`src/rtl/ps2_host_tx.sv`:
```
// ps2_host_tx: PS/2 host-to-device command transmitter with request-to-send,
// filtered bus inputs, per-edge watchdog and open-collector pull-low enables.
module ps2_host_tx #(
    parameter int INHIBIT_CYCLES = 5000,
    parameter int TIMEOUT_CYCLES = 750000,
    parameter int FILTER_LEN     = 8
) (
    input  logic       i_clk,
    input  logic       i_reset_n,
    input  logic [7:0] i_tx_data,
    input  logic       i_tx_valid,
    output logic       o_tx_ready,
    output logic       o_tx_done,
    output logic       o_tx_error,
    output logic       o_busy,
    input  logic       i_ps2_clk,
    input  logic       i_ps2_data,
    output logic       o_ps2_clk_oe,
    output logic       o_ps2_data_oe
);
    localparam int IW = $clog2(INHIBIT_CYCLES);
    localparam int TW = $clog2(TIMEOUT_CYCLES);
    localparam int FW = $clog2(FILTER_LEN + 1);

    typedef enum logic [2:0] {S_IDLE, S_INHIBIT, S_REQ, S_SHIFT, S_ACK, S_WAIT} state_t;

    // index 0 = clock line, index 1 = data line; idle bus level is high
    logic [1:0]    w_raw, r_meta, r_sync, r_filt;
    logic [FW-1:0] r_fcnt [2];
    logic          w_fall, w_timeout;

    state_t        r_state, w_state;
    logic [7:0]    r_data, w_data;
    logic          r_par, w_par;
    logic [IW-1:0] r_inh, w_inh;
    logic [3:0]    r_bit, w_bit;
    logic [TW-1:0] r_wd, w_wd;
    logic          r_clk_oe, w_clk_oe, r_data_oe, w_data_oe;
    logic          r_done, w_done, r_error, w_error;

    assign w_raw = {i_ps2_data, i_ps2_clk};

    always_ff @(posedge i_clk or negedge i_reset_n) begin
        if (!i_reset_n) begin
            r_meta <= 2'b11;
            r_sync <= 2'b11;
            r_filt <= 2'b11;
            for (int k = 0; k < 2; k++) r_fcnt[k] <= '0;
        end else begin
            r_meta <= w_raw;
            r_sync <= r_meta;
            for (int k = 0; k < 2; k++) begin
                if (r_sync[k] == r_filt[k]) begin
                    r_fcnt[k] <= '0;
                end else if (r_fcnt[k] == FW'(FILTER_LEN - 1)) begin
                    r_filt[k] <= r_sync[k];
                    r_fcnt[k] <= '0;
                end else begin
                    r_fcnt[k] <= r_fcnt[k] + 1'b1;
                end
            end
        end
    end

    // strobe on the cycle the filtered clock commits to a new low level
    assign w_fall    = r_filt[0] & ~r_sync[0] & (r_fcnt[0] == FW'(FILTER_LEN - 1));
    assign w_timeout = r_wd == TW'(TIMEOUT_CYCLES - 1);

    always_comb begin
        w_state   = r_state;
        w_data    = r_data;
        w_par     = r_par;
        w_inh     = r_inh;
        w_bit     = r_bit;
        w_wd      = r_wd;
        w_clk_oe  = r_clk_oe;
        w_data_oe = r_data_oe;
        w_done    = 1'b0;
        w_error   = 1'b0;
        case (r_state)
            S_IDLE: begin
                w_clk_oe  = 1'b0;
                w_data_oe = 1'b0;
                if (i_tx_valid) begin
                    w_data   = i_tx_data;
                    w_par    = ~^i_tx_data;
                    w_clk_oe = 1'b1;
                    w_inh    = '0;
                    w_state  = S_INHIBIT;
                end
            end
            S_INHIBIT: begin
                if (r_inh == IW'(INHIBIT_CYCLES - 1)) begin
                    w_data_oe = 1'b1;
                    w_state   = S_REQ;
                end else begin
                    w_inh = r_inh + 1'b1;
                end
            end
            S_REQ: begin
                w_clk_oe = 1'b0;
                w_bit    = '0;
                w_wd     = '0;
                w_state  = S_SHIFT;
            end
            default: begin
                w_wd = r_wd + 1'b1;
                if (w_fall) begin
                    w_wd = '0;
                    if (r_state == S_SHIFT) begin
                        w_bit     = r_bit + 1'b1;
                        w_data_oe = (r_bit == 4'd9) ? 1'b0 : (r_bit == 4'd8) ? ~r_par : ~r_data[r_bit[2:0]];
                        w_state   = (r_bit == 4'd9) ? S_ACK : S_SHIFT;
                    end else if (r_state == S_ACK) begin
                        w_bit     = r_bit + 1'b1;
                        w_data_oe = 1'b0;
                        w_error   = r_filt[1];
                        w_state   = r_filt[1] ? S_IDLE : S_WAIT;
                    end
                end else if (r_state == S_WAIT && r_filt == 2'b11) begin
                    w_done  = 1'b1;
                    w_state = S_IDLE;
                end else if (w_timeout) begin
                    w_clk_oe  = 1'b0;
                    w_data_oe = 1'b0;
                    w_error   = 1'b1;
                    w_state   = S_IDLE;
                end
            end
        endcase
    end

    always_ff @(posedge i_clk or negedge i_reset_n) begin
        if (!i_reset_n) begin
            r_state   <= S_IDLE;
            r_data    <= '0;
            r_par     <= 1'b0;
            r_inh     <= '0;
            r_bit     <= '0;
            r_wd      <= '0;
            r_clk_oe  <= 1'b0;
            r_data_oe <= 1'b0;
            r_done    <= 1'b0;
            r_error   <= 1'b0;
        end else begin
            r_state   <= w_state;
            r_data    <= w_data;
            r_par     <= w_par;
            r_inh     <= w_inh;
            r_bit     <= w_bit;
            r_wd      <= w_wd;
            r_clk_oe  <= w_clk_oe;
            r_data_oe <= w_data_oe;
            r_done    <= w_done;
            r_error   <= w_error;
        end
    end

    assign o_tx_ready    = r_state == S_IDLE;
    assign o_busy        = r_state != S_IDLE;
    assign o_tx_done     = r_done;
    assign o_tx_error    = r_error;
    assign o_ps2_clk_oe  = r_clk_oe;
    assign o_ps2_data_oe = r_data_oe;
endmodule
```
`config.mk`:
```
export PLATFORM = sky130hd
export DESIGN_NAME = ps2_host_tx
export DESIGN_NICKNAME = d
export VERILOG_FILES = /design/src/rtl/ps2_host_tx.sv
export SDC_FILE = /design/constraint.sdc
export NUM_CORES = 1
export LEC_CHECK = 0
export ABC_AREA = 1
export BUFFER_PORTS_ARGS = -buffer_cell sky130_fd_sc_hd__buf_2
export CAP_MARGIN = 10
export CORE_UTILIZATION = 55
export CTS_CLUSTER_SIZE = 28
export DETAILED_ROUTE_END_ITERATION = 12
export GPL_ROUTABILITY_DRIVEN = 0
export PLACE_DENSITY = 0.72
export SLEW_MARGIN = 40
export SYNTH_ARGS = -nofsm -noshare
export SYNTH_HDL_FRONTEND = slang
export SYNTH_SLANG_ARGS = --single-unit
```
`constraint.sdc`:
```
create_clock -name i_clk -period 3.1 [get_ports i_clk]
set_input_delay 0.465 -clock i_clk [delete_from_list [all_inputs] [get_ports i_clk]]
set_output_delay 0.465 -clock i_clk [all_outputs]
set_load 0.05 [all_outputs]
```
==> impl_results.md <==
- Dpl ws: 1.09 ns
- Die Ht: 85.8 um
- Worst Setup Start Kind: flop
- Hold WS: 0.0513 ns
- Area leader, netlist: dfrtp_1
- Vias in the first global route: 3093
- Avg WL per Cell: 13.1 um
- Cells after DPL: 603
- Seq. cell area: 1680 um2
- Worst-margin pin slew: 0.696 ns
- Maxcap violations: 0
- Slowest stage delay, CP: 0.51 ns
- Clock Sinks: 67
- Critical path required time: 3.33 ns
- Post-Syn Instances: 493
- Leak pwr: 1.99 nW
- Fill cell count: 595
- Detailed Route Iter0 Violations: 196
- Worst-path fanout max: 13
- Remaining Overflow, GRT: 0
- YS warnings: 0
- Most used cell, CP: nand2_1
- Initial antenna violation count: 0
- Critical path origin: r_fcnt[4]
- Setup TNS: 0 ns
- Post-route insts no fill: 619
- CTS tree: built
- Total vias in the final route: 3294
- Max Clk Rate: 0.481 GHz
- DRC viols: 0
- CP cell instances: ha_1 > nand2_1 > nor2_2 > nand2_1 > nand2_1 > inv_2 > nor2_2 > inv_1 > o21ai_0 > a21oi_1
- R2R Path Start: r_fcnt[4]
- CP arrival: 2.31 ns
- Tmin final: 2.08 ns
- Final ANT Viol Nets: 0
- Power, Total: 0.00328 W
- Die Wd: 85.8 um
- Critical path capture point type: flop
- Fin. Hold Viols: 0
- Hold-fix buffers, CTS: 0
- I/O pin count: 19
- Setup repair bufs after CTS: 0
- Ys flop type: dfrtp_1
- R2R depth: 10
- Outcome: finished, final reports clean
- P per Cell Area: 767 nW/um2
- CTS buffer count: 9
- Total GRT Usage: 24.4%
- Crit share post-route: 67.1%
- Rows: 30
- Synth unique cells: 44
- Post-synth EDFFs: 0
- Initial Util: 56.8%
- Core area: 6790 um2
- Worst r2r dst: r_wd[5]
- DP HPWL: 5.81 mm
- Port-buffer cells: 18
- Die Footprint: 7350 um2
- Most frequent cells in the layout: nand2_1 (97), dfrtp_1 (61), nor2_1 (60), inv_1 (60), nand3_1 (49)
- Post-CTS Resized: 0
- Max Clock Skew: 0.0176 ns
- Share of the synthesized area in the top cell type: 39.6%
- Asr flop ratio synth: 100%
- Bufs on Longest Clock Path: 2
- Net Count, Synth: 514
- Pre-antenna DRT Iters: 4
- Slowest stage cell on the critical path: nor2_2
- CTS root buffer: clkbuf_8
- RSZ-0062 raised after global routing: no
- Register area share after synthesis: 43.6%
- Post-synthesis cell area: 3860 um2
- Setup Viol. Count Final: 0
- Htree depth: 3
- Final Max Slew Viols: 0
- Largest net degree at the start of global routing: 35
- P&R area growth vs syn: 10.9%
- Syn_area_per_cell: 7.83 um2
- Hold Crit Class: in -> async
- Layout Nets: 539
- Reg-to-reg slack, setup: 1.02 ns
- Rel. slew slack: 53.6%
- Routed WL: 8.08 mm
- Clk_lat worst skew: 0.35 ns
- Vias/cell: 5.32
- Area of the multi-input gates: 1860 um2
- Synthesized flop and latch total: 67
- Worst setup path class: reg -> reg
- Final worst slack: 1.02 ns
- Buf+Inv Stages, Crit Path: 2
- Clock Pin Slew Worst Setup and Hold Paths: 0.07 ns
- Top cells by area, synth: dfrtp_1 (40%), nand2_1 (9.4%), nand3_1 (6.4%), inv_1 (5.8%), nor2_1 (5.8%)
- N_diodes: 0
- Commonest non-fill, non-tap cell in the layout: nand2_1
- Peak supply drop: 0.000482 V
- Kind of cell adding the most delay to the critical path: simple AND/OR/NAND/NOR gates
- Layout cells sized above 1: 15.5%
- First-pass GRT wire length: 14.0 mm
## through the flow
| stage | util (%) | instance area, um2 |
|---|---|---|
| 6_report | 63.0 | 4280 |
| 3_3_place_gp | 59.6 | 4050 |
| 2_1_floorplan | - | 3860 |
| 3_5_place_dp | 59.6 | 4050 |
| 4_1_cts | 62.9 | 4280 |
| 5_1_grt | 63.0 | 4280 |
## cell usage after synthesis (3+ instances only)
| cell type | count |
|---|---|
| nand2_1 | 97 |
| nor3_1 | 14 |
| inv_1 | 60 |
| o211ai_1 | 3 |
| o22ai_2 | 3 |
| a21oi_1 | 18 |
| nor2_2 | 7 |
| nand2_2 | 3 |
| nand4_1 | 9 |
| nand3_1 | 49 |
| dfrtp_1 | 61 |
| ha_1 | 8 |
| o21ai_1 | 11 |
| nor2_1 | 60 |
| xnor2_1 | 12 |
| inv_2 | 12 |
| xor2_1 | 9 |
| o21ai_0 | 14 |
| a211oi_1 | 3 |
| dfstp_2 | 6 |
| nand3b_1 | 3 |
## worst max-delay path by stage
stage	end	depth (start not counted)	slack, ns
after floorplan	r_par	7	1.24
after global placement	r_wd[5]	10	1.17
after detailed placement	r_wd[5]	10	1.09
after CTS	r_wd[5]	10	1.05
after global routing	r_wd[5]	10	0.82
final	r_wd[5]	10	1.02
## report_power, final
part / switching (W) / internal (W)
Combinational: 0.000845 / 0.000376
Clock: 0.000334 / 0.000496
Sequential: 0.000161 / 0.00107
## registers in the layout (all words and copies together), names as in the netlist
name and cells:
r_wd 20, r_inh 13, r_data 8, r_fcnt 8, r_bit 4, r_state 3
r_filt 2, r_meta 2, r_sync 2, o_ps2_clk_oe 1, o_ps2_data_oe 1, o_tx_done 1
o_tx_error 1, r_par 1
## kinds of logic (layout without fill, tap and decap cells)
logic type	count (synthesis)	after routing	synth area share, %
multiplexers	1	1	0.292
buffers and inverters	78	108	8.20
flip-flops	67	67	43.6
AND/OR/NAND/NOR	255	255	30.7
AO/OA/AOI/OAI	63	63	9.83
XOR/XNOR	21	21	4.77
adder cells (fa/ha/maj)	8	8	2.59
## routing by layer
layer  routed length, um  vias up  part of all wire, %  track usage, %
met5                   0        -                    0               0
met4                 123        0                  1.5            8.79
met3                 335       11                  4.1            4.52
met2                3860       85                   48            39.4
met1                3760     1550                   47            33.1
li1                    -     1648                    -               -
## layout make-up
class,instances,area share [%]
clock buffer,12,3.63
multi-input combinational,348,43.4
clock inverter,4,1.70
inverter,73,6.46
tap,96,2.81
sequential,67,39.4
timing repair buffer,19,2.63
No activity file was read; power rests on OpenSTA's default activity.
